**config.mk**
```make
export PLATFORM = sky130hd
export DESIGN_NAME = ex_div
export DESIGN_NICKNAME = d
export VERILOG_FILES = /design/src/rtl/ex_div_pkg.sv /design/src/rtl/ex_div.sv
export SDC_FILE = /design/constraint.sdc
export NUM_CORES = 1
export LEC_CHECK = 0
export ABC_AREA = 1
export BUFFER_PORTS_ARGS = -buffer_cell sky130_fd_sc_hd__buf_2
export CORE_ASPECT_RATIO = 1.2
export CORE_MARGIN = 2
export CORE_UTILIZATION = 65
export CTS_BUF_LIST = sky130_fd_sc_hd__clkbuf_4
export DETAILED_ROUTE_END_ITERATION = 12
export GPL_TIMING_DRIVEN = 0
export PLACE_DENSITY = 0.95
export SETUP_SLACK_MARGIN = 0.5
export SYNTH_ARGS = -nofsm -noshare
export SYNTH_HDL_FRONTEND = slang
export SYNTH_SLANG_ARGS = --single-unit
```
**constraint.sdc**
```tcl
create_clock -name clk -period 16.25 [get_ports clk]
set_input_delay 4.875 -clock clk [delete_from_list [all_inputs] [get_ports clk]]
set_output_delay 4.875 -clock clk [all_outputs]
set_load 0.005 [all_outputs]
```
**src/rtl/ex_div_pkg.sv**
```systemverilog
// Shared constants for the EX-stage divider: FSM encodings, handshake levels
// and the ALU opcodes that EX decodes into a divide request.
package ex_div_pkg;

    typedef enum logic [1:0] {
        DivFree   = 2'b00,
        DivByZero = 2'b01,
        DivOn     = 2'b10,
        DivEnd    = 2'b11
    } div_state_t;

    localparam logic DivResultReady    = 1'b1;
    localparam logic DivResultNotReady = 1'b0;
    localparam logic DivStart          = 1'b1;
    localparam logic DivStop           = 1'b0;

    localparam int DoubleRegBus = 64;

    localparam logic [7:0] EXE_DIV_OP  = 8'b0001_1010;
    localparam logic [7:0] EXE_DIVU_OP = 8'b0001_1011;

endpackage

```
**src/rtl/ex_div.sv**
```systemverilog
// Radix-2 restoring divider, one quotient bit per clock. Result is
// {remainder, quotient}, held while EX keeps start high.
module ex_div
    import ex_div_pkg::*;
#(
    parameter int DIV_W = 32
) (
    input  logic                 clk,
    input  logic                 rst,
    input  logic                 signed_div,
    input  logic [DIV_W-1:0]     opdata1,
    input  logic [DIV_W-1:0]     opdata2,
    input  logic                 start,
    input  logic                 annul,
    output logic [2*DIV_W-1:0]   result,
    output logic                 ready
);

    localparam int CNT_W = $clog2(DIV_W) + 1;

    div_state_t         state, state_nx;
    logic [CNT_W-1:0]   cnt, cnt_nx;
    logic [DIV_W-1:0]   rem, rem_nx;
    logic [DIV_W-1:0]   quo, quo_nx;
    logic [DIV_W-1:0]   dvsr, dvsr_nx;
    logic               sgn, sgn_nx, sign1, sign1_nx, sign2, sign2_nx;
    logic [2*DIV_W-1:0] result_nx;
    logic               ready_nx;

    // The partial remainder stays below 2*divisor, so a DIV_W+1 bit trial
    // subtraction wraps into its MSB exactly when it would go negative.
    logic [DIV_W:0]     partial, diff;
    logic [DIV_W-1:0]   q_fix, r_fix;

    assign partial = {rem, quo[DIV_W-1]};
    assign diff    = partial - {1'b0, dvsr};
    assign q_fix   = (sgn && (sign1 ^ sign2)) ? -quo : quo;
    assign r_fix   = (sgn && sign1) ? -rem : rem;

    always_comb begin
        state_nx  = state;
        cnt_nx    = cnt;
        rem_nx    = rem;
        quo_nx    = quo;
        dvsr_nx   = dvsr;
        sgn_nx    = sgn;
        sign1_nx  = sign1;
        sign2_nx  = sign2;
        result_nx = result;
        ready_nx  = ready;
        case (state)
            DivFree: begin
                result_nx = '0;
                ready_nx  = DivResultNotReady;
                if (start == DivStart && !annul) begin
                    if (opdata2 == '0) begin
                        state_nx = DivByZero;
                    end else begin
                        sgn_nx   = signed_div;
                        sign1_nx = opdata1[DIV_W-1];
                        sign2_nx = opdata2[DIV_W-1];
                        quo_nx   = (signed_div && opdata1[DIV_W-1]) ? -opdata1 : opdata1;
                        dvsr_nx  = (signed_div && opdata2[DIV_W-1]) ? -opdata2 : opdata2;
                        rem_nx   = '0;
                        cnt_nx   = '0;
                        state_nx = DivOn;
                    end
                end
            end
            DivByZero: begin
                result_nx = '0;
                ready_nx  = DivResultReady;
                state_nx  = DivEnd;
            end
            DivOn: begin
                if (annul) begin
                    result_nx = '0;
                    ready_nx  = DivResultNotReady;
                    cnt_nx    = '0;
                    state_nx  = DivFree;
                end else if (cnt != CNT_W'(DIV_W)) begin
                    if (!diff[DIV_W]) begin
                        rem_nx = diff[DIV_W-1:0];
                        quo_nx = {quo[DIV_W-2:0], 1'b1};
                    end else begin
                        rem_nx = partial[DIV_W-1:0];
                        quo_nx = {quo[DIV_W-2:0], 1'b0};
                    end
                    cnt_nx = cnt + 1'b1;
                end else begin
                    result_nx = {r_fix, q_fix};
                    ready_nx  = DivResultReady;
                    state_nx  = DivEnd;
                end
            end
            DivEnd: begin
                if (start == DivStop || annul) begin
                    result_nx = '0;
                    ready_nx  = DivResultNotReady;
                    state_nx  = DivFree;
                end
            end
            default: state_nx = DivFree;
        endcase
    end

    always_ff @(posedge clk or posedge rst) begin
        if (rst) begin
            state  <= DivFree;
            cnt    <= '0;
            rem    <= '0;
            quo    <= '0;
            dvsr   <= '0;
            sgn    <= 1'b0;
            sign1  <= 1'b0;
            sign2  <= 1'b0;
            result <= '0;
            ready  <= DivResultNotReady;
        end else begin
            state  <= state_nx;
            cnt    <= cnt_nx;
            rem    <= rem_nx;
            quo    <= quo_nx;
            dvsr   <= dvsr_nx;
            sgn    <= sgn_nx;
            sign1  <= sign1_nx;
            sign2  <= sign2_nx;
            result <= result_nx;
            ready  <= ready_nx;
        end
    end

endmodule

```
---- After elaboration in Yosys (flattened, before gate mapping) ----
Cells that the tools add are included.
cells by class
  bitwise operators ....................... 3
  eq/ne operators ......................... 11
  reduce and logical (&&, ||, !) cells .... 16
  $add $sub $neg .......................... 6
  mux-type cells .......................... 35
operators with widths
  operator             count
  $mux 32              13
  $mux 64              3
  $pmux 64 s3          1
  $neg 32->32          4
  $pmux 32 s2          2
  $sub 33x32->33       1
  $logic_not 32->1     1
  $mux 6               4
  $pmux 6 s2           1
  $mux 2               5
  $ne 2x2->1 const B   5
  $pmux 2 s4           1
  $add 6x1->6 const B  1
  $ne 3x3->1 const B   2
  $ne 6x6->1 const B   1
  $reduce_and 3->1     2
  $logic_and 1x1->1    5
  $reduce_and 5->1     1
  $eq 2x2->1 const B   2
  $mux 1               4
  $pmux 1 s4           1
  $reduce_and 4->1     1
  $eq 2x1->1 const B   1
  $logic_not 2->1      1
  other kinds (7)      8
storage, ports and cells
  output and inout port bits .............. 65
  word-level logic and storage cells ...... 81
  input port bits ......................... 69
  flip-flop bits (word level) ............. 172

---- Depth between registers and ports, before layout ----
Gate-level depths: netlist of the first run.
  word-level depth ........................ 6
  gate-level depth with buffers ........... 18

---- Worst setup path before layout of the first run ----
No wires, ideal clock.
  kind .................................... in2reg
  from .................................... input opdata1[0]
  to ...................................... register quo[22]
  arrival ................................. 6129 ps
  path slack .............................. 10005 ps
  buffers on the path ..................... 0
  stages on the path ...................... 13
  data required time ...................... 16134 ps
  library setup time ...................... 116 ps
  cell sequence ........................... inv_1 -> ha_1 -> nand3_1 -> inv_1 -> nand2_1 -> nor2_1 -> nand4_1 -> nand2_1 -> nand2_1 -> nand3_1 -> o21ai_0 -> nand2_1 -> nand2_1
between the ends
  longest elaborated chain between the ends .. 5
RTL lines
  what                  RTL line       text
  start, declared       ex_div.sv:11   input logic [DIV_W-1:0] opdata1,
  $neg 32->32           ex_div.sv:62   quo_nx = (signed_div && opdata1[DIV_W-1]) ? -opdata1 : opdata1;
  $mux 32               ex_div.sv:62
  $mux 32               ex_div.sv:56   if (opdata2 == '0) begin
  $mux 32               ex_div.sv:55   if (start == DivStart && !annul) begin
  $pmux 32 s2           ex_div.sv:51   case (state)
  end signal, assigned  ex_div.sv:123  quo <= quo_nx;
  end, declared         ex_div.sv:24   logic [DIV_W-1:0] quo, quo_nx;
Every way passes these cells. The select of a mux whose other input is x is not followed.
A chain may end at the register's enable or synchronous reset.

---- Final worst setup path of the first run ----
  from .................................... input opdata1[0]
  to ...................................... register quo[18]
The elaborated chain is that of the path after synthesis.

==> results of run 1 <==
## stage by stage
step | cells | hold WS (ps) | utilization, %
6_report | 2558 | 502 | 73.2
5_1_grt | 2558 | 519 | 73.2
4_1_cts | 2557 | 502 | 73.2
3_5_place_dp | 2525 | 465 | 71.7
3_3_place_gp | 2524 | 461 | 71.5
2_1_floorplan | 2126 | 449 | -
## cell families after synthesis
kind of cell	Yosys count	synth area share, %
AO/OA/AOI/OAI	283	11.5
XOR/XNOR	52	3.36
adder cells (fa/ha/maj)	43	4.03
AND/OR/NAND/NOR	1203	38.1
buffers and inverters	373	11.3
flip-flops	172	31.8
## layout make-up
type                       instances  share of cell area (%)
multi-input combinational       1581                    51.8
clock buffer                      18                   0.908
timing repair buffer             134                    4.66
antenna                            1                  0.0168
tap                              265                    2.23
buffer                            61                    2.39
clock inverter                    14                    1.13
inverter                         312                    7.92
sequential                       172                    28.9
## worst reg2reg max path, cell delays in order, from the launching register on
cell and delay [ps]:
dfrtp_1 430, inv_1 110, ha_1 160, buf_2 210, inv_2 160, nor2_2 340, inv_1 190, nor2_1 130
nand2_1 200, clkbuf_1 380, a21oi_1 200, o21ai_0 180, nand2_1 100
## layer usage
layer | global-route usage, % | wire length, µm
met1 | 45.8 | 15800
met2 | 72.2 | 22200
met3 | 8.05 | 3470
met4 | 33.9 | 4050
met5 | 0 | 0
## state kept, by name, summed over array words and instances, names as in the netlist, 2 cells and up
register / count
cnt: 6
rem: 32
result: 64
quo: 32
dvsr: 32
state: 2
## worst paths after layout
path	cells past startpoint	slack, ps	from	endpoint
worst max-delay path	14	9810	opdata1[0]	quo[18]
worst min-delay path	2	500	dvsr[30]	dvsr[30]
worst max register to register	12	13420	state[0]	result[6]
worst min register to register	2	500	dvsr[30]	dvsr[30]
max in group asynchronous	3	11050	rst	result[62]
min in group asynchronous	2	4220	rst	cnt[3]
## cell usage after synthesis (4+ instances only)
cell type    n  share of area, %
nand2_1    691                19
inv_1      301               8.3
nand3_1    214               7.9
dfrtp_1    172                32
nor2_1     171               4.7
o21ai_0    124               4.6
a21oi_1     68               2.5
o21ai_1     46               1.7
ha_1        42               3.9
nor3_1      34               1.3
xor2_1      33               2.1
nand2_2     32               1.5
nand4_1     23               1.1
buf_2       20              0.74
clkbuf_1    19              0.53
xnor2_1     19               1.2
o31ai_1     12              0.67
buf_4       10              0.55
inv_2       10              0.28
nor2_2       8              0.37
a32o_1       6              0.44
o211ai_1     6              0.33
or2_2        6              0.28
buf_1        5              0.14
nand3b_1     5              0.28
o21bai_1     5              0.28
o22ai_1      5              0.23
buf_6        4              0.33
## power by group through the flow
stage / logic (mW) / registers, mW / clock network [mW]
floorplan: 1.34 / 0.617 / 0
global placement: 1.73 / 0.662 / 0
detailed placement: 1.79 / 0.665 / 0
CTS: 1.80 / 0.657 / 0.268
global route: 2.05 / 0.673 / 0.288
finish: 1.85 / 0.666 / 0.270
==> impl_metrics.ini, run 1 <==
[floorplan]
pin_count = 134
die_h_um = 162
rows = 57
die-area_mm2 = 0.0220
core-area_mm2 = 0.0203
initial_utilization_pct = 66.6
die_w_um = 136

[sta]
rsz0062_at_grt = no
post-route-worst-setup-slack_ps = 9810
drv_slew = 0
worstMarginPinSlew_ps = 713
min_period_ps = 6440
clock_skew_ps = 40.4
max_freq_mhz = 155
slew_headroom_pct = 52.3
timing.final.crit_share_pct = 39.6
setup_tns_ps = 0
report.final.setup_viol = 0
finalHoldViolations = 0

[placement]
place_congestion = 0.996
pre_cts_slack_ps = 9190
placed_area_mm2 = 0.0146
dpl.hpwl_um = 36000
portBuffers = 133

[layout]
final_common_cell = nand2_1
num-nets-final = 2391
drive_above_1_share_pct = 12.0
multi_input_area_mm2 = 0.00771
area_growth_pct = 9.88
most-common-layout-cells = 691 x nand2_1, 300 x inv_1, 214 x nand3_1
stdcell_area_mm2 = 0.0149
fillers = 1759
regArea_mm2 = 0.00430

[global_routing]
grt_max_degree = 129
grt.overflow.total = 0
grt_use_total_pct = 42.4
grt_pass1_vias = 14800
antenna_found_initial = 1
grt_pass1_wl_um = 72300

[pwr]
powerDensity_mw_per_mm2 = 188
leakage_nw = 8.18
intPower_mw = 1.20
ir_drop_uv = 120
p_seq_share_pct = 23.9
p_comb_share_pct = 66.5
finalPower_mw = 2.79
power.switching_mw = 1.59
power_switching_share_pct = 56.9
clkPwrFrac_pct = 9.7

[cts]
cts_buffer_depth = 2
post_cts_buffers = 0
cts_inserted_buffers = 17
htreeDepth = 4
clock_latency_ps = 640
tritoncts = built
root_buffer = clkbuf_4
clock-sinks = 172
post_cts_resize_count = 0
ctsHoldBuffers = 0
path_clk_slew_ps = 180

[yosys]
syn_inst = 2126
synth_cell_type_count = 51
ys_seq_area_share_pct = 31.8
syn-cell-area_mm2 = 0.0135
syn_area_per_cell_um2 = 6.37
syn_nets = 2238
synth_edf_count = 0
synthArstFlopShare_pct = 100
ys_ff_latch = 172
synth-main-ff-cell = dfrtp_1
yosys_warnings = 0

[min_path]
hp-class = reg2reg

[status]
violations = design-rule violations
status = complete, but fails checks

[critical_path]
crit_family = simple AND/OR/NAND/NOR gates
path_cells = buf_2, inv_1, ha_1, nand3_1, inv_1, nand2_1, nor2_1, nand3_1, nand2_1, nand2_1, nand3_1, o21ai_0, nand2_1, o21ai_1
critical_path_buf_inv_count = 3
worst_path_largest_cell_delay_ps = 440
cp-start-kind = input pin
worstPathArrival_ps = 6990
critPathRequiredTime_ps = 16790
setup.worst_path.class = in2reg
cpMostUsedCell = nand2_1
slowest_stage = nor2_1
cp-end-kind = register
worstPathMaxFanout = 6

[routing]
vias = 15100
first_iter_violations = 1385
antenna_left = 0
drcViolationCount = 1
vias_per_cell = 5.90
wire_per_inst_um = 17.8
finalWirelength_um = 45500
dr.pass1.iters = 12

[run]
maxCapViolations = 0
No activity file was read; power rests on OpenSTA's default activity.
==> run 2, diff against run 1 <==
- ABC_AREA: 1 -> 0
- CORE_UTILIZATION: 65 -> 61
- PLACE_DENSITY: 0.95 -> 0.93
- clock period: 16.25 -> 6.1 ns (I/O delays scaled with it)
==> run 2 against run 1 <==
  * Largest cell class unchanged
  * Highest routed layer unchanged
  * Area after synthesis shrank 17%
  * Sequential share of layout area rose by 5.2 points
  * Wire length fell by 32%
  * Design area fell by 15%
  * Non-clock buffer count up 9
  * Critical endpoint is now rem[21]
  * The flow now finishes without violations
  * Via count fell by 28%
  * Global-route usage fell by 11 points
  * Synthesized cell count fell by 36%
==> impl_metrics.ini, run 2 <==
[yosys]
syn-cell-area_mm2 = 0.0113
synth-main-ff-cell = dfrtp_1
ys_seq_area_share_pct = 38.1
syn_area_per_cell_um2 = 8.26
synth_top_cell_area_share_pct = 38.1
synthArstFlopShare_pct = 100
syn_nets = 1478
synthTopCellsByArea = dfrtp_1 38%, o21ai_0 8.5%, nand2_1 6.9%
synth_top_family_by_area = compound AO/OA/AOI/OAI gates
syn_inst = 1366
yosys-top-cells-count = 209 x nand2_1, 192 x o21ai_0, 172 x dfrtp_1
ys_ff_latch = 172
yosys_warnings = 0
synth_area_leader_cell = dfrtp_1
synthMuxAreaShare_pct = 3.04
synth-xor-area-share_pct = 11.2
synth_edf_count = 0
synth_fa_ha_area_share_pct = 4.83
yosys.cell_count.top_type = nand2_1
synth_cell_type_count = 63
synth_compound_area_share_pct = 20.3
synth_simple_gate_area_share_pct = 18.2

[sta]
max_freq_mhz = 217
slew_headroom_pct = 41.2
rsz0062_at_grt = no
timing.final.crit_share_pct = 75.6
worstMarginPinSlew_ps = 877
setup_tns_ps = 0
clock_skew_ps = 23.5
post-route-worst-setup-slack_ps = 1490
min_period_ps = 4610
finalHoldViolations = 0
drv_slew = 0
report.final.setup_viol = 0
hold_ws_ps = 491

[critical_path]
worstPathArrival_ps = 5070
worstPathMaxFanout = 10
setup.worst_path.class = in2reg
critPathRequiredTime_ps = 6560
cp-start-kind = input pin
cp-end-kind = register

[floorplan]
initial_utilization_pct = 62.1
pin_count = 134
core-area_mm2 = 0.0182
die_h_um = 153
die-area_mm2 = 0.0196
rows = 54
die_w_um = 128

[layout]
stdcell_area_mm2 = 0.0126
final_util_pct = 69.4
largest_register_ffs = 64
num-nets-final = 1633
top_register = result
drive_above_1_share_pct = 12.1
fillers = 1433
most-common-layout-cells = 209 x nand2_1, 192 x o21ai_0, 172 x dfrtp_1
multi_input_area_mm2 = 0.00651
regArea_mm2 = 0.00430
final_common_cell = nand2_1
area_growth_pct = 11.7

[cts]
path_clk_slew_ps = 150
post_cts_buffers = 0
cts_buffer_depth = 2
tritoncts = built
root_buffer = clkbuf_4
htreeDepth = 4
clock-sinks = 172
post_cts_resize_count = 0
clock_latency_ps = 610
ctsHoldBuffers = 0
cts_inserted_buffers = 17

[routing]
wl_met1_um = 12200
vias_per_cell = 6.16
drcViolationCount = 0
dr.pass1.iters = 6
top_layer_used = met4
met3_length_um = 1950
vias = 10800
antenna_left = 0
wire_per_inst_um = 17.5
wl_met2_um = 15400
finalWirelength_um = 30800
first_iter_violations = 1180

[pwr]
power.switching_mw = 1.94
powerDensity_mw_per_mm2 = 337
ir_drop_uv = 164
intPower_mw = 2.31
p_seq_share_pct = 37.3
leakage_nw = 5.77
clkPwrFrac_pct = 16.1
power_switching_share_pct = 45.6
p_comb_share_pct = 46.5

[placement]
dpl.hpwl_um = 23900
placed_area_mm2 = 0.0123
portBuffers = 132
place_congestion = 0.988
pre_cts_slack_ps = 1040

[run]
maxCapViolations = 0

[status]
status = finished clean

[min_path]
hp-class = reg2reg

[global_routing]
antenna_found_initial = 1
grt_use_total_pct = 31.8
grt_max_degree = 44
grt_pass1_wl_um = 50300
grt.overflow.total = 0
grt_pass1_vias = 10500
[run 2: worst paths after layout]
check / cells past startpoint / start / slack, ps / endpoint
worst max-delay path: 9 / opdata2[8] / 1490 / rem[21]
worst min-delay path: 2 / result[17] / 490 / result[17]
worst max register to register: 14 / quo[31] / 1790 / rem[8]
worst min register to register: 2 / result[17] / 490 / result[17]
max in group asynchronous: 5 / rst / 3680 / cnt[0]
min in group asynchronous: 2 / rst / 1310 / result[47]
[run 2: per-layer routing]
| metal | GRT usage, % | up-vias |
|---|---|---|
| li1 | - | 5076 |
| met1 | 38.5 | 5139 |
| met2 | 55.3 | 509 |
| met3 | 4.87 | 108 |
| met4 | 14.8 | 0 |
| met5 | 0 | - |
[run 2: final cells by class]
type                    count  area share [%]
clock buffers              17            1.01
well taps                 224            2.22
inverters                  56            1.70
diodes                      1          0.0199
flip-flops and latches    172            34.1
clock inverters            15            1.28
plain buffers              68            2.10
multi-input cells        1070            51.6
repair buffers            136            5.88
[run 2: power groups by stage]
stage	logic, mW	clock network, mW	registers [mW]
6_report	1.98	0.685	1.59
5_1_grt	2.18	0.731	1.62
4_1_cts	1.95	0.684	1.58
3_5_place_dp	1.93	0	1.60
3_3_place_gp	1.85	0	1.59
2_1_floorplan	1.43	0	1.54
[run 2: logic make-up after synthesis]
group                    after synthesis
XOR/XNOR                             145
multiplexers                          34
AO/OA/AOI/OAI                        399
buffers and inverters                124
adder cells (fa/ha/maj)               43
flip-flops                           172
AND/OR/NAND/NOR                      449
[run 2: worst max-delay path: stages]
cell and delay (ps):
buf_2 130, nor4_1 500, nor4bb_1 630, nand4_1 270, nand3_1 370, a22oi_1 260
nand2_1 450, clkbuf_1 440, o21ai_0 200
[run 2: through the flow]
step,std cells,power (mW)
finish,1759,4.25
global placement,1722,3.44
CTS,1758,4.21
floorplan,1366,2.97
detailed placement,1726,3.54
global route,1759,4.53
==> run 3, diff against run 2 <==
- clock period: 6.1 -> 4.8 ns (I/O delays scaled with it)
==> run 3 against run 2 <==
  * Clock skew rose by 2.3 ps
  * Global-route usage about the same
  * Sequential share of layout area hardly changed
  * Register-to-register slack got worse by 1100 ps
  * Die area unchanged
  * Non-clock buffer count is the same
  * Final cell count did not move
  * Wire length up 0.27%
  * Power grew 27%
  * Clock-buffer cell count did not move
  * Clock power is 27% higher
  * Largest power group unchanged
==> impl_metrics.ini, run 3 (synthesis gave the netlist of run 2 again) <==
[layout]
top_register = result
stdcell_area_mm2 = 0.0126
area_growth_pct = 11.7
largest_register_ffs = 64
final_util_pct = 69.4
regArea_mm2 = 0.00430
drive_above_1_share_pct = 12.3
num-nets-final = 1633
stdcell_count = 1759
most-common-layout-cells = 208 x nand2_1, 192 x o21ai_0, 172 x dfrtp_1
final_common_cell = nand2_1
fillers = 1431
multi_input_area_mm2 = 0.00652

[critical_path]
worst_path_largest_cell_delay_ps = 630
critical_path_buf_inv_count = 2
startpoint = opdata2[8]
ff2ff_path_depth = 14
cp-end-kind = register
path_cells = buf_2, nor4_1, nor4bb_1, nand4_1, nand3_1, a22oi_1, nand2_2, clkbuf_1, o21ai_0
r2r_slack_ps = 730
slowest_stage = nor4bb_1
critPathCapture = rem[21]
reg2reg_from = quo[31]
worstPathMaxFanout = 10
path_depth = 9
cp-start-kind = input pin
crit_family = simple AND/OR/NAND/NOR gates
reg2reg_to = rem[8]
setup.worst_path.class = in2reg
critPathRequiredTime_ps = 5270
worstPathArrival_ps = 4570

[global_routing]
grt.overflow.total = 0
grt_pass1_wl_um = 50300
use_met3_pct = 4.90
grt_use_total_pct = 31.8
use_met1_pct = 38.6
antenna_found_initial = 1
grt_max_degree = 44
grt_pass1_vias = 10500
met2_usage_pct = 55.3
grt-busiest-layer = met2

[placement]
dp_cells = 1726
place_congestion = 0.988
portBuffers = 132
placed_area_mm2 = 0.0123
pre_cts_slack_ps = 128
dpl.hpwl_um = 23900

[run]
maxCapViolations = 0

[sta]
max_freq_mhz = 243
finalHoldViolations = 0
post-route-worst-setup-slack_ps = 693
timing.final.crit_share_pct = 85.6
clock_skew_ps = 25.8
drv_slew = 0
min_period_ps = 4110
report.final.setup_viol = 0
worstMarginPinSlew_ps = 898
rsz0062_at_grt = no
setup_tns_ps = 0
slew_headroom_pct = 39.7
hold_ws_ps = 491

[floorplan]
die-area_mm2 = 0.0196
pin_count = 134
die_h_um = 153
initial_utilization_pct = 62.1
rows = 54
die_w_um = 128
core-area_mm2 = 0.0182

[pwr]
p_seq_share_pct = 37.3
powerDensity_mw_per_mm2 = 429
power.switching_mw = 2.48
p_comb_share_pct = 46.7
leakage_nw = 5.77
clkPwrFrac_pct = 16.0
intPower_mw = 2.94
ir_drop_uv = 209
finalPower_mw = 5.41
power_switching_share_pct = 45.7

[cts]
ctsHoldBuffers = 0
post_cts_resize_count = 0
post_cts_buffers = 0
cts_inserted_buffers = 17
root_buffer = clkbuf_4
clock_latency_ps = 620
htreeDepth = 4
path_clk_slew_ps = 150
tritoncts = built
clock-sinks = 172
cts_buffer_depth = 2

[routing]
dr.pass1.iters = 8
antenna_left = 0
finalWirelength_um = 30900
wire_per_inst_um = 17.6
first_iter_violations = 1244
vias = 10800
drcViolationCount = 0
vias_per_cell = 6.14

[min_path]
hp-class = reg2reg
hp-start = result[17]

[status]
status = finished clean
## run 3: layer usage
metal  share of wire [%]  vias to the layer above  routed length (µm)
li1                    -                     5073                   -
met3                 6.4                      104                1990
met5                   0                        -                   0
met2                  50                      517               15400
met4                 4.3                        0                1330
met1                  39                     5108               12200
## run 3: worst min path at each step
stage | endpoint | slack (ps) | depth (start not counted)
global route | result[19] | 520 | 2
finish | result[17] | 490 | 2
global placement | result[8] | 450 | 2
CTS | result[43] | 500 | 2
floorplan | dvsr[11] | 450 | 2
detailed placement | result[13] | 460 | 2
## run 3: tightest hold or removal path, stage by stage, from the launching register on
cell	delay (ps)
dfrtp_1	370
nand2_1	40
o21ai_0	60
## run 3: layout make-up
type,count,area share (%)
clock buffers,17,1.01
inverters,56,1.70
clock inverters,15,1.28
multi-input cells,1070,51.7
flip-flops and latches,172,34.1
repair buffers,136,5.87
diodes,1,0.0198
well taps,224,2.22
plain buffers,68,2.11
## run 3: power by group through the flow
stage	registers [mW]	clock network [mW]	logic, mW
final	2.02	0.869	2.53
after global routing	2.05	0.928	2.78
after CTS	2.01	0.869	2.48
after detailed placement	2.04	0	2.46
after global placement	2.02	0	2.35
after floorplan	1.96	0	1.81
